==> src/rtl/bit_serializer.sv <==
// -----------------------------------------------------------------------------
// bit_serializer
//
// Parallel-to-serial feeder for the serial sequence detector. Accepts WIDTH-bit
// words over a valid/ready handshake and shifts them out one bit per clk on
// sout. A one-word holding buffer lets back-to-back words stream with no idle
// cycle between them. While idle, sout is held at 0 because the downstream
// detector samples every cycle.
//
// Parameters
//   WIDTH      word width in bits (>= 2)
//   MSB_FIRST  1: bit WIDTH-1 leaves first; 0: bit 0 leaves first
//
// Ports
//   clk         clock, all state changes on the rising edge
//   clr         asynchronous active-high reset
//   din         parallel word to serialize
//   din_valid   din is offered this cycle
//   din_ready   a word can be accepted this cycle (registered state only)
//   sout        serial data bit to the detector
//   sout_valid  sout carries a real data bit
//   word_start  sout carries the first bit of a word
//   word_done   sout carries the last bit of a word
//   busy        a word is being shifted or is waiting in the holding buffer
// -----------------------------------------------------------------------------
module bit_serializer #(
  parameter int unsigned WIDTH     = 8,
  parameter bit          MSB_FIRST = 1'b1
) (
  input  logic             clk,
  input  logic             clr,
  input  logic [WIDTH-1:0] din,
  input  logic             din_valid,
  output logic             din_ready,
  output logic             sout,
  output logic             sout_valid,
  output logic             word_start,
  output logic             word_done,
  output logic             busy
);

  localparam int unsigned     CW   = $clog2(WIDTH);
  localparam logic [CW-1:0]   LAST = CW'(WIDTH - 1);

  localparam logic [0:0] IDLE  = 1'b0;
  localparam logic [0:0] SHIFT = 1'b1;

  logic [0:0]       state;
  logic [WIDTH-1:0] sh;
  logic [WIDTH-1:0] sh_shifted;
  logic [WIDTH-1:0] hold;
  logic [CW-1:0]    cnt;
  logic             hold_full;
  logic             accept;
  logic             shifting;
  logic             last_bit;
  logic             out_bit;

  // Shift direction and output tap depend only on MSB_FIRST.
  always_comb begin
    sh_shifted = '0;
    out_bit    = 1'b0;
    if (MSB_FIRST) begin
      sh_shifted = {sh[WIDTH-2:0], 1'b0};
      out_bit    = sh[WIDTH-1];
    end else begin
      sh_shifted = {1'b0, sh[WIDTH-1:1]};
      out_bit    = sh[0];
    end
  end

  assign shifting = (state == SHIFT);
  assign last_bit = shifting && (cnt == LAST);

  // Ready depends only on registered state so the source never sees a
  // combinational path from its own valid back to ready.
  assign din_ready = !hold_full;
  assign accept    = din_valid && din_ready;

  assign sout_valid = shifting;
  assign sout       = shifting ? out_bit : 1'b0;
  assign word_start = shifting && (cnt == '0);
  assign word_done  = last_bit;
  assign busy       = shifting || hold_full;

  always_ff @(posedge clk or posedge clr) begin
    if (clr) begin
      state     <= IDLE;
      sh        <= '0;
      cnt       <= '0;
      hold      <= '0;
      hold_full <= 1'b0;
    end else begin
      case (state)
        IDLE: begin
          if (accept) begin
            sh    <= din;
            cnt   <= '0;
            state <= SHIFT;
          end
        end

        SHIFT: begin
          if (cnt == LAST) begin
            // End of word: a held word has priority over a new offer; a new
            // offer on this edge loads straight into the shifter so the
            // stream continues without a bubble.
            cnt <= '0;
            if (hold_full) begin
              sh        <= hold;
              hold_full <= 1'b0;
            end else if (accept) begin
              sh <= din;
            end else begin
              state <= IDLE;
            end
          end else begin
            sh  <= sh_shifted;
            cnt <= cnt + CW'(1);
            if (accept) begin
              hold      <= din;
              hold_full <= 1'b1;
            end
          end
        end

        default: begin
          state <= IDLE;
          cnt   <= '0;
        end
      endcase
    end
  end

endmodule

==> config.mk <==
export PLATFORM = sky130hd
export DESIGN_NAME = bit_serializer
export DESIGN_NICKNAME = d
export VERILOG_FILES = /design/src/rtl/bit_serializer.sv
export SDC_FILE = /design/constraint.sdc
export NUM_CORES = 1
export LEC_CHECK = 0
export BUFFER_PORTS_ARGS = -buffer_cell sky130_fd_sc_hd__clkbuf_2
export CAP_MARGIN = 10
export CORE_UTILIZATION = 54
export DETAILED_ROUTE_END_ITERATION = 8
export GPL_ROUTABILITY_DRIVEN = 0
export PLACE_DENSITY = 0.76
export SYNTH_ARGS = -nofsm -noshare
export SYNTH_HDL_FRONTEND = slang
export SYNTH_SLANG_ARGS = --single-unit
==> constraint.sdc <==
create_clock -name clk -period 2.3 [get_ports clk]
set_input_delay 0.46 -clock clk [delete_from_list [all_inputs] [get_ports clk]]
set_output_delay 0.46 -clock clk [all_outputs]
set_load 0.03 [all_outputs]
**Yosys cells after proc, flatten, opt, wreduce, memory -nomap -nowiden**

Cells that the tools add are included.

- $add $sub $neg: 1
- $mul: 0
- Divide/modulo/power cells: 0
- $lt $le $gt $ge: 0
- Equal/unequal tests: 2
- Shifts and indexed selects: 0
- Multiplexer cells: 14
- Bitwise gates (word level): 2
- Reduce and logical (&&, ||, !) cells: 9

Operator list:

| kind | number |
|---|---|
| 8-bit two-way mux | 3 |
| 8-bit case mux with 2 select lines | 1 |
| 1-bit two-way mux | 6 |
| 3-bit two-way mux | 2 |
| 3-bit case mux with 2 select lines | 1 |
| 3-bit by 1-bit adder with 3-bit output (second input constant) | 1 |
| 3-bit equality test (second input constant) | 1 |
| 1-bit logical AND | 3 |
| 3-bit logical NOT | 1 |
| 3-bit AND reduction | 1 |
| 2-bit != test (second input constant) | 1 |
| 1-bit NOT | 2 |
| 1-bit case mux with 2 select lines | 1 |
| 2-bit AND reduction | 1 |
| 2-bit nonzero test | 1 |
| 1-bit logical NOT | 1 |
| 1-bit logical OR | 1 |

- Register bits: 21
- Latch bits: 0
- RAM bits: 0
- ROM bits: 0
- Input port bits: 11
- Logic and storage cells: 33
- Memories: 0

**Logic depth before layout (Yosys ltp)**

Gate-level depths: netlist of run 1.

- Word-level depth: 6
- Depth in mapped cells: 5

**Worst setup path before layout of run 1**

No wires, ideal clock.

- Path kind: register to output
- From: register state, in the netlist sout_valid
- To: output port word_start
- Arrival: 1.321 ns
- Setup slack: 0.519 ns
- Stages on the path, launching flop included: 4
- Path buffers: 1
- Path through: dfrtp_1 > clkbuf_1 > nand2_1 > nor2_1

- Longest elaborated chain between the ends: 1

RTL lines:

| item | RTL line | RTL |
|---|---|---|
| from (decl) | 48 | `logic [0:0] state;` |
| from (signal assigned) | 88 | `state <= IDLE;` |
| from (signal assigned) | 99 | `state <= SHIFT;` |
| from (signal assigned) | 115 | `state <= IDLE;` |
| 1-bit logical AND | 82 | `assign word_start = shifting && (cnt == '0);` |
| to (decl) | 37 | `output logic word_start,` |

Every way passes these cells.

**Worst setup path after layout of run 1**

- From: register cnt[0]
- To: output port word_done

- Longest elaborated chain between the ends: 2

RTL lines:

| item | RTL line | RTL |
|---|---|---|
| from (decl) | 52 | `logic [CW-1:0] cnt;` |
| from (signal assigned) | 119 | `cnt <= cnt + CW'(1);` |
| 3-bit equality test | 73 | `assign last_bit = shifting && (cnt == LAST);` |
| 1-bit logical AND | 73 |  |
| to (decl) | 38 | `output logic word_done,` |

Every way passes these cells.

==> metrics.txt, run 1 <==
multiplexer share of the synthesized area 0.207; die area 0.00225 mm²; fin worst setup slack 0.323 ns; leakage power 0.627 nW; post-synth top area cell dfrtp_1; vias after detailed routing 832; initial cell density of the core 0.573; Peak Freq 506 MHz; Tmin final 1.98 ns; CTS tree done; DRC 0; post-synthesis sequential area ratio 0.472; fin area 0.00123 mm²; area fraction in and, or, nand and nor cells after synthesis 0.0933; combinational family with the most area after synthesis multiplexers; # setup viols final 0; Clock Root Buffer clkbuf_4; post-CTS sizing 0; DP Cell Count 138; antenna violations before repair 0; Clock Latency Late Sink 0.29 ns; synthesized area 0.00111 mm²; post-synth cell types 24; final WL 2130 µm; GRT overflow 0; NumNets Final 131; DPL Wire Length 1550 µm; Adder-Cell Fraction of Synth Area 0.0449; post-CTS setup buffer count 0; Fillers 176; largest cells by area after synthesis dfrtp_1 47%, mux2i_1 13%, mux2_2 8.1%; I/O pin total 17; RSZ-0062 raised after global routing false; Required @ worst endpoint 1.84 ns; Vias/cell 5.86; Yosys reg bits 21; Max Cap Viol 0; power density of the placed cells 1290 mW/mm²; Routed Antenna Nets 0; Layout area overhead 10.8%; drt first pass iters 4; DP Worst Slack 0.421 ns; post-DR wirelength/cell 15.0 µm; share of layout cells above drive strength 1 0.270; CTS Buf Count 3; max-slew violations 0; VDD IR max 0.722 mV; Die Ht 47.4 µm; Worst Clk Skew 0.00561 ns; worst slew pin tran 0.749 ns; Synth Instances 97; number of flops mapped to enable cells by yosys 0; CTS clk-pin slew, worst paths 0.11 ns; Antenna diodes 0; crit path capture type primary output; Max Fanout on Critical Path 5; total power 1.59 mW; Non-Filler Instances 142; CTS sink count 21; vias in the first global route 725; drt first-iter violations 8; fraction of registers with async set/reset 1.00; H-tree depth 1; Core ar. 0.00194 mm²; setup TNS 0 ns; Tot GR Track Use 0.216; Rel. slew slack 0.500; Synth Area in XOR/XNOR 0; syn avg cell area 11.5 µm²; CTS Hold Bufs 0; HP Class in -> async; area share of the largest cell type after synthesis 0.472; part of the cycle the worst path needs 0.860; Synth Flop Type dfrtp_1; die width 47.4 µm; DP Area 0.00121 mm²; std cell rows 16; Hold WS 0.257 ns; first-pass GRT wire length 3260 µm; CP startpoint kind flip-flop; PortBufs 16; Max clock buf depth 2; largest net degree at the start of global routing 22; Setup Crit Path Kind reg -> out; final hold violation count 0; Compound-Gate Fraction of Synth Area 0.135; crit path DAT 1.52 ns; status complete, no violations; Final Util 0.635; synth warn 0; Synth Net Count 112
layout make-up:
type	instances	area, µm²	share of cell area
timing repair buffer	18	95.1	0.0771
sequential	21	526	0.426
inverter	5	18.8	0.0152
clock buffer	4	26.3	0.0213
tap	27	33.8	0.0274
multi-input combinational	67	534	0.433
path summary, 6_finish.rpt:
path / depth (start not counted) / end / slack, ns / startpoint
max in group asynchronous: 2 / cnt[1] / 1.57 / clr
setup / recovery: 4 / word_done / 0.32 / cnt[0]
min in group clk: 2 / hold[0] / 0.42 / din[0]
hold / removal: 2 / hold[2] / 0.26 / clr
setup reg to reg: 5 / hold[5] / 0.42 / cnt[0]
hold reg to reg: 1 / hold[2] / 0.52 / hold[2]
sequential cells by signal, indices dropped and copies added, names as in the netlist:
signal      count
hold_full       1
sh              8
cnt             3
sout_valid      1
hold            8
power breakdown:
group | total (mW) | internal, mW | switching [mW] | leakage, nW
Clock | 0.168 | 0.0674 | 0.101 | 0.0150
Sequential | 0.700 | 0.553 | 0.147 | 0.246
Combinational | 0.717 | 0.335 | 0.382 | 0.366
routing by layer:
| metal | vias up | track usage | routed length (µm) |
|---|---|---|---|
| met1 | 406 | 0.295 | 940 |
| li1 | 399 | - | - |
| met3 | 4 | 0.0415 | 80 |
| met2 | 23 | 0.334 | 1070 |
| met5 | - | 0 | 0 |
| met4 | 0 | 0.0971 | 34 |
worst max-delay path, stage by stage, from the launching register on:
cell and delay (ns):
dfrtp_1 0.42, ha_1 0.23, ha_1 0.24, and2_1 0.17, clkbuf_2 0.18
cells in the mapped netlist, types with 2 or more instances:
cell type	count
o22ai_1	7
nor2_1	2
o21ai_0	5
mux2i_1	14
ha_1	4
a221oi_1	7
a211oi_1	2
nand2b_1	2
nand3_1	2
and2_1	2
clkbuf_1	2
dfrtp_1	21
nand2_1	6
mux2_2	8
inv_1	4
cell usage in the layout, fill, tap and decap left out:
| cell | netlist | layout |
|---|---|---|
| a211oi_1 | 2 | 2 |
| a21oi_1 | 1 | 1 |
| a221oi_1 | 7 | 7 |
| and2_1 | 2 | 2 |
| and2b_1 | 1 | 1 |
| buf_4 | 1 | 2 |
| clkbuf_1 | 2 | 1 |
| clkbuf_2 | 0 | 16 |
| clkbuf_4 | 0 | 3 |
| clkinv_1 | 1 | 1 |
| dfrtp_1 | 21 | 21 |
| ha_1 | 4 | 4 |
| inv_1 | 4 | 4 |
| mux2_2 | 8 | 8 |
| mux2i_1 | 14 | 14 |
| nand2_1 | 6 | 6 |
| nand2b_1 | 2 | 2 |
| nand2b_4 | 1 | 1 |
| nand3_1 | 2 | 2 |
| nor2_1 | 2 | 2 |
| nor2_2 | 1 | 1 |
| nor2b_1 | 1 | 1 |
| nor3_1 | 1 | 1 |
| o21ai_0 | 5 | 5 |
| o22ai_1 | 7 | 7 |
kinds of logic (layout without fill, tap and decap cells):
| kind of cell | Yosys count | in the layout |
|---|---|---|
| buffers and inverters | 9 | 27 |
| AND/OR/NAND/NOR | 19 | 19 |
| flip-flops | 21 | 21 |
| AO/OA/AOI/OAI | 22 | 22 |
| adder cells (fa/ha/maj) | 4 | 4 |
| multiplexers | 22 | 22 |
Power figures use the tool's default switching activity.
==> run 2, diff against run 1 <==
--- a/config.mk
+++ b/config.mk
@@ -7,10 +7,10 @@
 export LEC_CHECK = 0
 export BUFFER_PORTS_ARGS = -buffer_cell sky130_fd_sc_hd__clkbuf_2
 export CAP_MARGIN = 10
-export CORE_UTILIZATION = 54
+export CORE_UTILIZATION = 49
 export DETAILED_ROUTE_END_ITERATION = 8
 export GPL_ROUTABILITY_DRIVEN = 0
-export PLACE_DENSITY = 0.76
+export PLACE_DENSITY = 0.73
 export SYNTH_ARGS = -nofsm -noshare
 export SYNTH_HDL_FRONTEND = slang
 export SYNTH_SLANG_ARGS = --single-unit
==> constraint.sdc (replaced) <==
create_clock -name clk -period 1.8 [get_ports clk]
set_input_delay 0.36 -clock clk [delete_from_list [all_inputs] [get_ports clk]]
set_output_delay 0.36 -clock clk [all_outputs]
set_load 0.03 [all_outputs]
==> metrics.txt, run 2 (synthesis gave the netlist of run 1 again) <==
part of the cycle the worst path needs 0.973; post-DR wirelength/cell 14.6 µm (-2.8%); Peak Freq 571 MHz; Rel. slew slack 0.791 (+0.291); Core ar. 0.00204 mm² (+5.2%); crit path capture type primary output; Antenna diodes 0 (unchanged); CP startpoint kind flip-flop; most common cell after layout, fill and taps aside dfrtp_1; vias after detailed routing 823 (-1.1%); fin worst setup slack 0.0477 ns (-0.275 ns); DRC 0 (unchanged); Tmin final 1.75 ns; Tot GR Track Use 0.184 (-0.0321); Non-Filler Instances 146 (+2.8%); DPL Wire Length 1500 µm (-3.8%); DP Worst Slack 0.0816 ns (-0.339 ns); status complete, no violations; Max Cap Viol 0 (unchanged); Setup Crit Path Kind reg -> out; CTS tree done; NumNets Final 135 (+3.1%); HP Class in -> async; CP max stage cell dfrtp_1; Max clock buf depth 2 (unchanged); Die Ht 49.7 µm (+4.8%); largest net degree at the start of global routing 22 (unchanged); final WL 2130 µm (about the same); RSZ-0062 raised after global routing true; Max Fanout on Critical Path 5 (unchanged); crit path DAT 1.39 ns (-0.13 ns); H-tree depth 1 (unchanged); Required @ worst endpoint 1.44 ns (-0.40 ns); std cell rows 16 (unchanged); die width 49.7 µm (+4.8%); CTS clk-pin slew, worst paths 0.11 ns (about the same); Worst Clk Skew 0.00263 ns (-0.00299 ns); share of layout cells above drive strength 1 0.353 (+0.0834); WL met3 50 µm (-38%); leakage power 0.654 nW (+4.2%); DP Cell Count 140 (+1.4%); critical path, cell by cell ha_2 > ha_4 > and2_4 > clkbuf_8; # setup viols final 0 (unchanged); Fillers 180 (+2.3%); max layer used met4; wire length on met2 1060 µm (-1.7%); Clock Latency Late Sink 0.29 ns (about the same); first-pass GRT wire length 3460 µm (+6.1%); initial cell density of the core 0.545 (-0.0281); die area 0.00247 mm² (+9.8%); antenna violations before repair 0 (unchanged); Routed Antenna Nets 0 (unchanged); max-slew violations 0 (unchanged); top flop regs hold: 8 flops, sh: 8 flops, cnt: 3 flops; CTS Buf Count 3 (unchanged); Max stage delay on crit path 0.42 ns (about the same); VDD IR max 0.926 mV (+28%); final hold violation count 0 (unchanged); power density of the placed cells 1640 mW/mm² (+27%); vias in the first global route 814 (+12%); worst slew pin tran 0.313 ns (-0.436 ns); drt first-iter violations 11 (+3); Vias/cell 5.64 (-3.8%); Clock Root Buffer clkbuf_4; GRT overflow 0 (unchanged); PortBufs 16 (unchanged); commonest cells after routing, fill and taps aside 20 x dfrtp_1, 14 x mux2i_1, 14 x clkbuf_2; Layout area overhead 18.3%; drt first pass iters 4 (unchanged); CTS sink count 21 (unchanged); wl on met1 1000 µm (+6.8%); I/O pin total 17 (unchanged)
## run 2: cell types whose count changed in the layout (fill, tap and decap cells not counted), moves of 2 or more
cell / before / now
clkbuf_2: 16 / 14
buf_4: 2 / 4
ha_1: 4 / 1
buf_6: 0 / 2
ha_2: 0 / 2
## run 2: final timing paths
path | slack [ns] | start | to | depth (start not counted)
setup / recovery | 0.05 | cnt[0] | word_done | 4
hold / removal | 0.06 | clr | sh[3] | 3
setup reg to reg | 0.08 | cnt[0] | hold[4] | 6
hold reg to reg | 0.51 | hold[0] | hold[0] | 1
max in group asynchronous | 1.50 | clr | sout_valid | 3
min in group clk | 0.32 | din[0] | hold[0] | 2
## run 2: stage by stage
step / power, mW / util / area (µm²) / TNS (ns) / hold slack [ns]
2_1_floorplan: 1.60 / - / 1110 / 0 / 0.337
3_3_place_gp: 1.79 / 0.605 / 1230 / 0 / 0.379
3_5_place_dp: 1.84 / 0.605 / 1230 / 0 / 0.392
4_1_cts: 2.13 / 0.637 / 1300 / 0 / 0.0629
5_1_grt: 2.33 / 0.645 / 1320 / -0.0348 / 0.0826
6_report: 2.16 / 0.645 / 1320 / 0 / 0.0638
## run 2: metal layers
layer | track usage | vias up
met3 | 0.0185 | 2
li1 | - | 403
met2 | 0.313 | 10
met4 | 0.0476 | 0
met1 | 0.249 | 408
met5 | 0 | -
## run 2: worst max-delay path: cells and delay by family (launching register included)
family	cells	cell delay, ns
simple gates	1	0.14
fa+ha+maj	2	0.40
buf+inv	1	0.15
flops	1	0.42
## run 2: repair_timing
action	in CTS	in global routing
gates cloned	0	0
resized for setup	5	9
pin swaps	0	1
setup buffers	2	0
hold buffers	0	0
setup endpoints to repair	1	3
## run 2: area by class of cell
cell class                 count  area (µm²)  area share
tap                           27        33.8      0.0256
inverter                       5        18.8      0.0142
sequential                    21         527       0.400
clock buffer                   3        22.5      0.0171
multi-input combinational     67         554       0.421
clock inverter                 1        5.00     0.00380
timing repair buffer          22         156       0.119
## run 2: where the power goes
part / internal (mW) / leakage (nW) / switching, mW
Combinational: 0.535 / 0.390 / 0.511
Sequential: 0.707 / 0.246 / 0.188
Clock: 0.0824 / 0.0177 / 0.134
Total: 1.32 / 0.654 / 0.833
